==> src/rtl/fp4_butterfly_pipe.sv <==
// fp4_butterfly_pipe: three-stage, multi-lane radix-2 FP4 (E2M1) butterfly.
// mode 0 = DIT (X = A + W*B, Y = A - W*B); mode 1 = DIF (X = A + B, Y = (A - B)*W).
// Optional macro FP4_BFLY_CONJ_EN adds in_conj, which conjugates W per beat.
module fp4_butterfly_pipe #(
  parameter int LANES = 2,
  parameter int TAG_W = 4
) (
  input  logic                 clk,
  input  logic                 rst_n,
  input  logic                 in_valid,
  output logic                 in_ready,
  input  logic                 in_mode,
  input  logic [8*LANES-1:0]   in_a,
  input  logic [8*LANES-1:0]   in_b,
  input  logic [8*LANES-1:0]   in_w,
  input  logic [TAG_W-1:0]     in_tag,
`ifdef FP4_BFLY_CONJ_EN
  input  logic                 in_conj,
`endif
  output logic                 out_valid,
  input  logic                 out_ready,
  output logic [8*LANES-1:0]   out_x,
  output logic [8*LANES-1:0]   out_y,
  output logic [TAG_W-1:0]     out_tag,
  output logic                 busy
);

  localparam int DW = 8 * LANES;

  // FP4 magnitude in half units (0, 0.5, 1, 1.5, 2, 3, 4, 6 -> 0..12), signed
  function automatic logic signed [11:0] fp4_dec(input logic [3:0] f);
    logic signed [11:0] mag;
    case (f[2:0])
      3'd0:    mag = 12'sd0;
      3'd1:    mag = 12'sd1;
      3'd2:    mag = 12'sd2;
      3'd3:    mag = 12'sd3;
      3'd4:    mag = 12'sd4;
      3'd5:    mag = 12'sd6;
      3'd6:    mag = 12'sd8;
      default: mag = 12'sd12;
    endcase
    return f[3] ? -mag : mag;
  endfunction

  // Round a value in quarter units to FP4: nearest, ties to even mantissa,
  // saturate at 6.0, exact zero is always +0.
  function automatic logic [3:0] fp4_enc(input logic signed [11:0] q);
    logic [11:0] m;
    logic [2:0]  c;
    m = q[11] ? -q : q;
    if      (m <= 12'd1)  c = 3'd0;
    else if (m <  12'd3)  c = 3'd1;
    else if (m <= 12'd5)  c = 3'd2;
    else if (m <  12'd7)  c = 3'd3;
    else if (m <= 12'd10) c = 3'd4;
    else if (m <  12'd14) c = 3'd5;
    else if (m <= 12'd20) c = 3'd6;
    else                  c = 3'd7;
    return {q[11] & (c != 3'd0), c};
  endfunction

  // Complex multiply; half*half units give quarter units directly
  function automatic logic [7:0] fp4_cmul(input logic [7:0] a, input logic [7:0] b);
    logic signed [11:0] ar, ai, br, bi, re, im;
    ar = fp4_dec(a[7:4]);
    ai = fp4_dec(a[3:0]);
    br = fp4_dec(b[7:4]);
    bi = fp4_dec(b[3:0]);
    re = ar * br - ai * bi;
    im = ar * bi + ai * br;
    return {fp4_enc(re), fp4_enc(im)};
  endfunction

  // Complex add/subtract; half-unit sums are scaled to quarter units for rounding
  function automatic logic [7:0] fp4_complex_add_sub(input logic [7:0] a, input logic [7:0] b,
                                                     input logic sub);
    logic signed [11:0] sr, si;
    sr = sub ? fp4_dec(a[7:4]) - fp4_dec(b[7:4]) : fp4_dec(a[7:4]) + fp4_dec(b[7:4]);
    si = sub ? fp4_dec(a[3:0]) - fp4_dec(b[3:0]) : fp4_dec(a[3:0]) + fp4_dec(b[3:0]);
    return {fp4_enc(sr <<< 1), fp4_enc(si <<< 1)};
  endfunction

  logic             adv;
  logic             v1, v2, v3;
  logic [DW-1:0]    w_in;
  logic [DW-1:0]    s1_a, s1_b, s1_w;
  logic             s1_mode;
  logic [TAG_W-1:0] s1_tag;
  // s2_u holds A (DIT) or A+B (DIF); s2_p holds W*B (DIT) or A-B (DIF)
  logic [DW-1:0]    s2_u, s2_p, s2_w;
  logic             s2_mode;
  logic [TAG_W-1:0] s2_tag;
  logic [DW-1:0]    s2_u_d, s2_p_d, x_d, y_d;

  assign adv       = !v3 | out_ready;
  assign in_ready  = adv;
  assign out_valid = v3;
  assign busy      = v1 | v2 | v3;

  // Twiddle as used by the datapath (optionally conjugated per beat)
  always_comb begin
    w_in = in_w;
`ifdef FP4_BFLY_CONJ_EN
    for (int unsigned k = 0; k < LANES; k++) begin
      w_in[8*k+3] = in_w[8*k+3] ^ in_conj;
    end
`endif
  end

  // First operation per lane: W*B for DIT, A+B and A-B for DIF
  always_comb begin
    s2_u_d = '0;
    s2_p_d = '0;
    for (int unsigned k = 0; k < LANES; k++) begin
      if (s1_mode) begin
        s2_u_d[8*k +: 8] = fp4_complex_add_sub(s1_a[8*k +: 8], s1_b[8*k +: 8], 1'b0);
        s2_p_d[8*k +: 8] = fp4_complex_add_sub(s1_a[8*k +: 8], s1_b[8*k +: 8], 1'b1);
      end else begin
        s2_u_d[8*k +: 8] = s1_a[8*k +: 8];
        s2_p_d[8*k +: 8] = fp4_cmul(s1_w[8*k +: 8], s1_b[8*k +: 8]);
      end
    end
  end

  // Final operation per lane: A +/- P for DIT, pass sum and (A-B)*W for DIF
  always_comb begin
    x_d = '0;
    y_d = '0;
    for (int unsigned k = 0; k < LANES; k++) begin
      if (s2_mode) begin
        x_d[8*k +: 8] = s2_u[8*k +: 8];
        y_d[8*k +: 8] = fp4_cmul(s2_p[8*k +: 8], s2_w[8*k +: 8]);
      end else begin
        x_d[8*k +: 8] = fp4_complex_add_sub(s2_u[8*k +: 8], s2_p[8*k +: 8], 1'b0);
        y_d[8*k +: 8] = fp4_complex_add_sub(s2_u[8*k +: 8], s2_p[8*k +: 8], 1'b1);
      end
    end
  end

  // Pipeline registers: all stages advance together on adv, hold otherwise
  always_ff @(posedge clk or negedge rst_n) begin
    if (!rst_n) begin
      v1      <= 1'b0;
      v2      <= 1'b0;
      v3      <= 1'b0;
      s1_a    <= '0;
      s1_b    <= '0;
      s1_w    <= '0;
      s1_mode <= 1'b0;
      s1_tag  <= '0;
      s2_u    <= '0;
      s2_p    <= '0;
      s2_w    <= '0;
      s2_mode <= 1'b0;
      s2_tag  <= '0;
      out_x   <= '0;
      out_y   <= '0;
      out_tag <= '0;
    end else if (adv) begin
      v1      <= in_valid;
      v2      <= v1;
      v3      <= v2;
      s1_a    <= in_a;
      s1_b    <= in_b;
      s1_w    <= w_in;
      s1_mode <= in_mode;
      s1_tag  <= in_tag;
      s2_u    <= s2_u_d;
      s2_p    <= s2_p_d;
      s2_w    <= s1_w;
      s2_mode <= s1_mode;
      s2_tag  <= s1_tag;
      out_x   <= x_d;
      out_y   <= y_d;
      out_tag <= s2_tag;
    end
  end

endmodule

==> config.mk <==
export PLATFORM = sky130hd
export DESIGN_NAME = fp4_butterfly_pipe
export DESIGN_NICKNAME = d
export VERILOG_FILES = /design/src/rtl/fp4_butterfly_pipe.sv
export SDC_FILE = /design/constraint.sdc
export NUM_CORES = 2
export LEC_CHECK = 0
export BUFFER_PORTS_ARGS = -buffer_cell sky130_fd_sc_hd__clkbuf_2
export CAP_MARGIN = 10
export CORE_AREA = 2 2 292 294
export DETAILED_ROUTE_END_ITERATION = 16
export DIE_AREA = 0 0 294 296
export PLACE_DENSITY = 0.86
export SETUP_SLACK_MARGIN = 0.02
export SLEW_MARGIN = 15
export SYNTH_ARGS = -nofsm -noshare
export SYNTH_HDL_FRONTEND = slang
export SYNTH_SLANG_ARGS = --single-unit
export TNS_END_PERCENT = 10
==> constraint.sdc <==
create_clock -name clk -period 9.9 [get_ports clk]
set_clock_uncertainty 0.15 [all_clocks]
set_input_delay 0.99 -clock clk [delete_from_list [all_inputs] [get_ports clk]]
set_output_delay 0.99 -clock clk [all_outputs]
set_load 0.005 [all_outputs]
==> flow_metrics.tcl <==
set metrics [dict create \
    status "finished clean" \
    synth_nets 8591 \
    hold-path-endpoint "out_x[10]" \
    max_stage_delay_ns 0.55 \
    cp_max_fo 16 \
    r2r_cells 29 \
    syn_area_per_cell_sq_um 7.86 \
    synth_seq_cells 145 \
    place.gp.congestion 1.02 \
    crit_type "reg2reg" \
    cpLargestDelayFamily "adder cells" \
    dp_hpwl_microns 125000 \
    yosysSeqAreaShare_pct 6.52 \
    synth_ff_type "dfrtp_1" \
    grt_pass1_wl_microns 243000 \
    ys_warn_count 0 \
    synth_top_area_share_pct 26.5 \
    synth_cells 7074 \
    rows 107 \
    reg2reg_slack_ns 0.48 \
    synth-edff-count 0 \
    antenna_found_initial 2 \
    die_h_microns 296 \
    cts_buffers 17 \
    max_slew.worst_pin.slew_ns 1.08 \
    drive_gt1_share_pct 5.06 \
    grt_pass1_vias 47982 \
    nNetsFinal 8561 \
    min_path_type "reg2reg" \
    fin_tns_setup_ns 0 \
    regToRegEndpoint "s2_p[13]" \
    grt_usage_pct 35.0 \
    pin_count 96 \
    whs_ns 0.316 \
    cp_num_buf_inv 5 \
    critPathLaunchType "flop" \
    antenna_cells 0 \
    vias_per_cell 5.94 \
    routed_wl_microns 151000 \
    dr.pass1.iters 8 \
    yosysUniqueCellTypes 103 \
    finalHoldViolCount 0 \
    worstHoldStart "out_x[10]" \
    slew_violations 0 \
    synth_top_area_cell "fa_1" \
    setup_viol 0 \
    crit_arrival_ns 9.64 \
    cts.sinks 145 \
    path_common_cell "fa_1" \
    overflow 0 \
    wl_per_cell_microns 18.5 \
    grt_max_degree 88 \
    slew_headroom_pct 27.3 \
    clkTransAtPathRegs_ns 0.08 \
    synthesis.area_sq_um 55600 \
    initial_core_util_pct 66.0 \
    yosys-top-cells-count "inv_1, nor2_1, nand2_1, fa_1, ha_1" \
    cp-end-kind "flop" \
    slowest_stage "or4b_1" \
    cts_tree "done" \
    area_delta_synth_final_pct 4.24 \
    min_period_ns 9.42 \
    root_buffer "clkbuf_16" \
    async_flop_share_pct 100 \
    portBuffers 95 \
    worstPathRequired_ns 10.12 \
    reg2reg_from "s1_w[14]" \
    grt_setup_unrepaired "no" \
    drtIter0Drc 4383 \
    max_freq_mhz 106 \
    synth_area_leaders "fa_1, ha_1, inv_1" \
    synth.most_common_cell "inv_1" \
    whs_path_depth 2 \
    cts_buffer_depth 2 \
    fp.dieArea_sq_um 87000 \
    dr_total_vias 48413 \
    clock_latency_ns 0.51 \
    die_x_microns 294 \
    core_sq_um 84200 \
    maxCapViolCount 0 \
    fin_crit_sh_pct 95.1 \
    antenna_left 0 \
    drc 0 \
    htreeDepth 4 \
]
[placed cells by master (no fill, tap or decap), drive strengths merged, types with 83 or more instances in the layout]
| master | synthesis | routed |
|---|---|---|
| a21oi | 361 | 361 |
| clkbuf | 213 | 113 |
| fa | 736 | 736 |
| nand2b | 84 | 84 |
| dfrtp | 145 | 145 |
| xnor2 | 391 | 391 |
| o21ai | 316 | 316 |
| nor2b | 83 | 83 |
| inv | 1362 | 1366 |
| xor2 | 88 | 88 |
| nand2 | 746 | 746 |
| buf | 49 | 119 |
| nor2 | 765 | 765 |
| nand3 | 83 | 83 |
| ha | 724 | 724 |
[how the worst max path moves through the flow]
stage	startpoint	to	slack (ns)	cells past startpoint
final	s1_w[14]	s2_p[13]	0.48	29
after global placement	s1_w[14]	s2_p[13]	0.60	30
after detailed placement	s1_w[14]	s2_p[13]	0.45	30
after floorplan	s1_b[14]	s2_p[13]	0.87	30
after global routing	s1_w[14]	s2_p[13]	0.03	30
after CTS	s1_w[14]	s2_p[13]	0.43	30
[logic make-up after synthesis]
logic type      Yosys count  share of synthesized area [%]
buf+inv                1641                           11.2
fa+ha+maj              1460                           42.8
mux                      83                           1.54
xor+xnor                497                           8.32
simple gates           2058                           16.3
compound gates         1190                           13.3
flops                   145                           6.52
[routing by layer]
metal  routed length, microns  GRT usage, %
met1                    61400          46.5
met5                       13             0
met2                    69200          56.7
met3                    13400          5.98
met4                     6830          15.0
[worst register-to-register path, delay by kind of cell, from the launching register on]
family,cells,cell delay [ns]
buffers and inverters,5,0.50
XOR/XNOR,7,1.97
AND/OR/NAND/NOR,6,1.83
AO/OA/AOI/OAI,3,0.66
flip-flops,1,0.51
adder cells (fa/ha/maj),8,3.67
[sequential cells by signal, summed over array words and instances (netlist names), 4 cells and up]
name	count
s2_tag	4
s1_b	16
s1_a	16
s2_w	16
s1_tag	4
s2_p	16
out_y	16
s2_u	16
out_x	16
out_tag	4
s1_w	16
[per-stage QoR]
step,utilization (%),area [sq um],cells,setup slack (ns)
floorplan,-,55600,7074,0.875
global placement,68.1,57300,8115,0.601
detailed placement,68.1,57300,8115,0.450
CTS,68.8,57900,8147,0.427
global route,68.8,58000,8147,0.0266
finish,68.8,58000,8147,0.483
[area by class of cell]
| class | count | area, sq um |
|---|---|---|
| clock inverters | 13 | 176 |
| inverters | 1379 | 5190 |
| multi-input cells | 5288 | 45800 |
| clock buffers | 19 | 443 |
| flip-flops and latches | 145 | 3630 |
| fillers | 6534 | 26200 |
| repair buffers | 213 | 1370 |
| well taps | 1090 | 1360 |
[repair_timing]
| item | in CTS | in global routing |
|---|---|---|
| gates resized for setup | 0 | 6 |
| setup endpoints to repair | 0 | 7 |
| buffers inserted | 0 | 0 |
| hold buffers | 0 | 0 |
Power is not shown: default switching activity piles up to over one toggle a cycle in this logic, so the estimate is an artifact.
